--- src/rtl/uart_rx.sv ---
// uart_rx -- 8N1 UART receiver driven by an OVERSAMPLE x baud tick strobe.
//
// Recovers frames (1 start bit, 8 data bits LSB first, 1 stop bit) from the
// asynchronous rx pin. Each good byte is placed in a holding register and
// offered with a valid/ack handshake. A low stop bit is reported as a framing
// error. A frame that completes while the holding register is still full is
// reported as an overrun.
//
// Ports
//   clk        in   1  system clock, all logic on the rising edge
//   rst        in   1  synchronous, active-high reset
//   rx         in   1  serial line, idle high, asynchronous to clk
//   tick       in   1  1-cycle strobe at OVERSAMPLE x baud rate
//   rx_data    out  8  received byte, stable while rx_valid=1
//   rx_valid   out  1  holding register full, held until rx_ack
//   rx_ack     in   1  consumer accepts rx_data, clears rx_valid next cycle
//   rx_busy    out  1  high whenever the receiver is not idle
//   frame_err  out  1  1-cycle pulse when the stop bit is sampled low
//   overrun    out  1  sticky, set when a byte is dropped for lack of an ack
module uart_rx #(
  parameter int OVERSAMPLE = 16
) (
  input  logic       clk,
  input  logic       rst,
  input  logic       rx,
  input  logic       tick,
  output logic [7:0] rx_data,
  output logic       rx_valid,
  input  logic       rx_ack,
  output logic       rx_busy,
  output logic       frame_err,
  output logic       overrun
);

  localparam int CNT_W = (OVERSAMPLE > 1) ? $clog2(OVERSAMPLE) : 1;
  localparam logic [CNT_W-1:0] MID_CNT = CNT_W'(OVERSAMPLE / 2 - 1);
  localparam logic [CNT_W-1:0] END_CNT = CNT_W'(OVERSAMPLE - 1);

  typedef enum logic [2:0] {
    S_IDLE,
    S_START,
    S_DATA,
    S_STOP,
    S_BREAK
  } state_t;

  state_t             state_q, state_d;
  logic               rx_meta_q;
  logic               rx_s_q;
  logic [CNT_W-1:0]   tick_cnt_q, tick_cnt_d;
  logic [2:0]         bit_cnt_q, bit_cnt_d;
  logic [7:0]         shift_q, shift_d;
  logic [7:0]         rx_data_q, rx_data_d;
  logic               rx_valid_q, rx_valid_d;
  logic               overrun_q, overrun_d;
  logic               frame_err_q, frame_err_d;
  logic               deliver;

  // Two-flop synchronizer; both flops reset to the idle (high) line level so
  // that a reset never looks like a start bit.
  always_ff @(posedge clk) begin
    if (rst) begin
      rx_meta_q <= 1'b1;
      rx_s_q    <= 1'b1;
    end else begin
      rx_meta_q <= rx;
      rx_s_q    <= rx_meta_q;
    end
  end

  always_ff @(posedge clk) begin
    if (rst) begin
      state_q     <= S_IDLE;
      tick_cnt_q  <= '0;
      bit_cnt_q   <= '0;
      rx_data_q   <= '0;
      rx_valid_q  <= 1'b0;
      overrun_q   <= 1'b0;
      frame_err_q <= 1'b0;
    end else begin
      state_q     <= state_d;
      tick_cnt_q  <= tick_cnt_d;
      bit_cnt_q   <= bit_cnt_d;
      rx_data_q   <= rx_data_d;
      rx_valid_q  <= rx_valid_d;
      overrun_q   <= overrun_d;
      frame_err_q <= frame_err_d;
    end
  end

  // The shift register holds only payload bits; its content is meaningless
  // until eight bits have been shifted in, so it carries no reset.
  always_ff @(posedge clk) begin
    shift_q <= shift_d;
  end

  always_comb begin
    state_d     = state_q;
    tick_cnt_d  = tick_cnt_q;
    bit_cnt_d   = bit_cnt_q;
    shift_d     = shift_q;
    rx_data_d   = rx_data_q;
    rx_valid_d  = rx_valid_q;
    overrun_d   = overrun_q;
    frame_err_d = 1'b0;
    deliver     = 1'b0;

    // An ack only means something while a byte is being offered.
    if (rx_valid_q && rx_ack) begin
      rx_valid_d = 1'b0;
      overrun_d  = 1'b0;
    end

    case (state_q)
      S_IDLE: begin
        // React to the falling edge immediately, not on the next tick, so the
        // phase error stays within one tick.
        if (!rx_s_q) begin
          state_d    = S_START;
          tick_cnt_d = '0;
        end
      end

      S_START: begin
        if (tick) begin
          if (tick_cnt_q == MID_CNT) begin
            // Mid start bit: still low means a real frame, otherwise a glitch.
            if (!rx_s_q) begin
              state_d    = S_DATA;
              tick_cnt_d = '0;
              bit_cnt_d  = '0;
            end else begin
              state_d = S_IDLE;
            end
          end else begin
            tick_cnt_d = tick_cnt_q + 1'b1;
          end
        end
      end

      S_DATA: begin
        if (tick) begin
          if (tick_cnt_q == END_CNT) begin
            // A full bit period after mid start lands on mid data bit.
            shift_d    = {rx_s_q, shift_q[7:1]};
            tick_cnt_d = '0;
            bit_cnt_d  = bit_cnt_q + 3'd1;
            if (bit_cnt_q == 3'd7) begin
              state_d = S_STOP;
            end
          end else begin
            tick_cnt_d = tick_cnt_q + 1'b1;
          end
        end
      end

      S_STOP: begin
        if (tick) begin
          if (tick_cnt_q == END_CNT) begin
            tick_cnt_d = '0;
            if (rx_s_q) begin
              deliver = 1'b1;
              state_d = S_IDLE;
            end else begin
              frame_err_d = 1'b1;
              state_d     = S_BREAK;
            end
          end else begin
            tick_cnt_d = tick_cnt_q + 1'b1;
          end
        end
      end

      S_BREAK: begin
        // Hold off until the line returns high so a long break is not
        // mistaken for a stream of start bits.
        if (rx_s_q) begin
          state_d = S_IDLE;
        end
      end

      default: begin
        state_d = S_IDLE;
      end
    endcase

    // A delivery that coincides with an ack refills the register, so the
    // byte is only dropped when the old one is still unacknowledged.
    if (deliver) begin
      if (rx_valid_q && !rx_ack) begin
        overrun_d = 1'b1;
      end else begin
        rx_data_d  = shift_q;
        rx_valid_d = 1'b1;
      end
    end
  end

  assign rx_data   = rx_data_q;
  assign rx_valid  = rx_valid_q;
  assign overrun   = overrun_q;
  assign frame_err = frame_err_q;
  assign rx_busy   = (state_q != S_IDLE);

endmodule

--- config.mk ---
export PLATFORM = sky130hd
export DESIGN_NAME = uart_rx
export DESIGN_NICKNAME = d
export VERILOG_FILES = /design/src/rtl/uart_rx.sv
export SDC_FILE = /design/constraint.sdc
export NUM_CORES = 1
export LEC_CHECK = 0
export BUFFER_PORTS_ARGS = -buffer_cell sky130_fd_sc_hd__buf_2
export CORE_MARGIN = 2
export CORE_UTILIZATION = 60
export CTS_CLUSTER_DIAMETER = 60
export DETAILED_ROUTE_END_ITERATION = 10
export PLACE_DENSITY_LB_ADDON = 0.08
export SYNTH_ARGS = -nofsm -noshare
export SYNTH_HDL_FRONTEND = slang
export SYNTH_SLANG_ARGS = --single-unit
--- constraint.sdc ---
create_clock -name clk -period 3.95 [get_ports clk]
set_input_delay 0.5925 -clock clk [delete_from_list [all_inputs] [get_ports clk]]
set_output_delay 0.5925 -clock clk [all_outputs]
set_load 0.02 [all_outputs]
==> flow_metrics.py <==
metrics = {
    "route": {
        "viasPerCell": 5.899,
        "dr_wl_met3_um": 176,
        "route.detailed.drc": 0,
        "wl_per_cell_um": 13.92,
        "wl_met1_mm": 1.116,
        "num_vias": 1050,
        "ant_nets": 0,
        "wirelength_mm": 2.477,
        "wl_met2_mm": 1.127,
        "drt_iter0_markers": 22,
        "dr.pass1.iters": 4,
        "top_layer_used": "met4",
    },
    "finish": {
        "antenna_cells": 0,
        "area_growth_pct": 8.401,
        "final_area_mm2": 0.001518,
        "drive_above_1_share_pct": 19.33,
        "fin_nets": 157,
        "num-fill-cells": 184,
    },
    "worst_setup_path": {
        "cp-startpoint": "tick_cnt_q[1]",
        "crit_slowest_cell": "nor4b_2",
        "cp_slowest_stage_delay_ns": 1.03,
        "crit_type": "flip-flop to flip-flop",
        "critPathBufInv": 0,
        "critPathArrivalTime_ns": 2.58,
        "worstPathMaxFanout": 8,
        "end_kind": "flip-flop",
        "rr_worst_depth": 5,
        "crit_family": "simple AND/OR/NAND/NOR gates",
        "rr_endpoint": "rx_data[1]",
        "r2r_setup_slack_ns": 1.58,
        "critPathLaunchType": "flip-flop",
        "r2r_start": "tick_cnt_q[1]",
        "crit_chain": "ha_1 > nand3_2 > nor4b_2 > mux2i_1 > nor2_1",
        "cp.required_ns": 4.16,
    },
    "power_and_ir_drop": {
        "total_power_mw": 0.5474,
        "ir_drop_mv": 0.2297,
        "power.leakage_nw": 0.5286,
        "p_per_area_mw_per_mm2": 360.7,
    },
    "cts": {
        "cts_tree": "yes",
        "cts_hold_buf": 0,
        "cts_root_buf": "clkbuf_4",
        "insertion_delay_ns": 0.33,
        "clk_pin_slew_ns": 0.10,
        "cts_made_buffers": 5,
        "cts_resized": 0,
        "clock_sinks": 31,
        "postCtsSetupBuffers": 0,
        "cts.path.max_buffers": 2,
        "cts_max_level": 2,
    },
    "synthesis": {
        "synth.largest_area_cell": "dfxtp_1",
        "yosysUniqueCellTypes": 38,
        "syn_area_per_cell_um2": 10.29,
        "ys_ff_latch": 31,
        "async_flop_share_pct": 0,
        "syn_inst": 136,
        "synth_nets": 144,
        "synth_most_common_cell": "dfxtp_1",
        "synth_edf_count": 8,
        "synthesis.area_mm2": 0.001400,
        "synth.area.top_cells": "dfxtp_1 33%, edfxtp_1 17%, mux2i_1 8.6%",
        "synth_flop_cell": "dfxtp_1",
        "ys_top_cells_by_count": "23 x dfxtp_1, 12 x mux2i_1, 12 x nor2_1",
        "synth_top_area_share_pct": 32.89,
        "yosysWarnings": 0,
        "yosysSeqAreaShare_pct": 50.04,
    },
    "worst_hold_path": {
        "hold-path-endpoint": "rx_s_q",
        "hp-start": "rx_meta_q",
        "hold_class": "flip-flop to flip-flop",
        "whs_path_depth": 1,
    },
    "global_route": {
        "track_usage_pct": 21.29,
        "grt_max_degree": 24,
        "antenna_found_initial": 0,
        "grt_pass1_vias": 917,
        "grt_first_pass_wirelength_mm": 4.077,
        "grt_overflow": 0,
    },
    "flow_run": {
        "cap_violations": 0,
    },
    "placed_design": {
        "dp.final_hpwl_mm": 1.695,
        "port_buffers": 16,
        "place_area_mm2": 0.001455,
        "place_congestion": 0.9182,
    },
    "sta": {
        "worstMarginPinSlew_ns": 1.177,
        "hold_viol": 0,
        "grt_setup_unrepaired": "no",
        "skew_ns": 0.009184,
        "fin_crit_sh_pct": 60.00,
        "fmax_ghz": 0.4220,
        "period_needed_ns": 2.370,
        "holdWs_ns": 0.4242,
        "slew_headroom_pct": 21.30,
        "slew_viol_final": 0,
        "setup_viol": 0,
        "finalSetupTns_ns": 0,
    },
    "floorplan": {
        "fp-row-count": 17,
        "dieArea_mm2": 0.002736,
        "die_h_um": 52.31,
        "die_x_um": 52.31,
        "start_util_pct": 63.29,
        "core_area_mm2": 0.002212,
        "pin_count": 17,
    },
    "outcome": {
        "status": "complete, no violations",
    },
}
-- flip-flops by register name, summed over array words and instances (netlist names) --
register and cells:
bit_cnt_q 3, shift_q 8, rx_meta_q 1, frame_err 1
state_q 3, overrun 1, tick_cnt_q 4, rx_valid 1
rx_s_q 1, rx_data 8
-- cell usage in the layout, fill, tap and decap left out, types with 3 or more instances in the layout --
cell,instances
a211oi_1,4
a21oi_1,5
buf_2,16
clkbuf_4,5
dfxtp_1,23
edfxtp_1,8
ha_1,3
inv_1,4
mux2i_1,12
nand2_1,7
nand2b_1,8
nand3_1,4
nand4_1,3
nor2_1,12
o21ai_0,5
o31ai_1,3
-- worst max path at each step --
stage | to | cells after the start | slack, ns
5_1_grt | rx_data[4] | 4 | 1.33
4_1_cts | rx_data[1] | 5 | 1.54
2_1_floorplan | shift_q[0] | 4 | 1.95
3_5_place_dp | rx_data[0] | 5 | 1.46
3_3_place_gp | rx_data[6] | 5 | 1.58
6_report | rx_data[1] | 5 | 1.58
-- metal layers --
metal / vias up / track usage (%)
met1: 489 / 27.07
met3: 6 / 8.571
met2: 39 / 31.25
met4: 0 / 10.26
li1: 516 / -
met5: - / 0
-- power by group --
part           switching, mW  internal (mW)
Clock                  0.106         0.0844
Combinational         0.0148        0.00984
Sequential           0.00618          0.326
Total                  0.127          0.420
-- layout make-up --
| cell class | instances | area, um2 | area share, % |
|---|---|---|---|
| clock inverter | 2 | 11.26 | 0.7420 |
| inverter | 4 | 15.01 | 0.9893 |
| tap | 28 | 35.03 | 2.308 |
| timing repair buffer | 16 | 80.08 | 5.276 |
| multi-input combinational | 91 | 624.3 | 41.14 |
| clock buffer | 6 | 51.30 | 3.380 |
| sequential | 31 | 700.7 | 46.17 |
-- per-stage QoR --
step	worst slack [ns]	instances	utilization, %
finish	1.580	178	68.61
detailed placement	1.457	170	65.78
global route	1.325	178	68.61
floorplan	1.945	136	-
CTS	1.536	178	68.61
global placement	1.576	170	65.78
-- kinds of logic after synthesis --
| group | Yosys count | share of synthesized area (%) |
|---|---|---|
| xor+xnor | 2 | 1.251 |
| fa+ha+maj | 3 | 2.681 |
| buf+inv | 14 | 5.361 |
| flops | 31 | 50.04 |
| simple gates | 50 | 20.73 |
| mux | 12 | 8.579 |
| compound gates | 24 | 11.35 |
No activity file was read; power rests on OpenSTA's default activity.
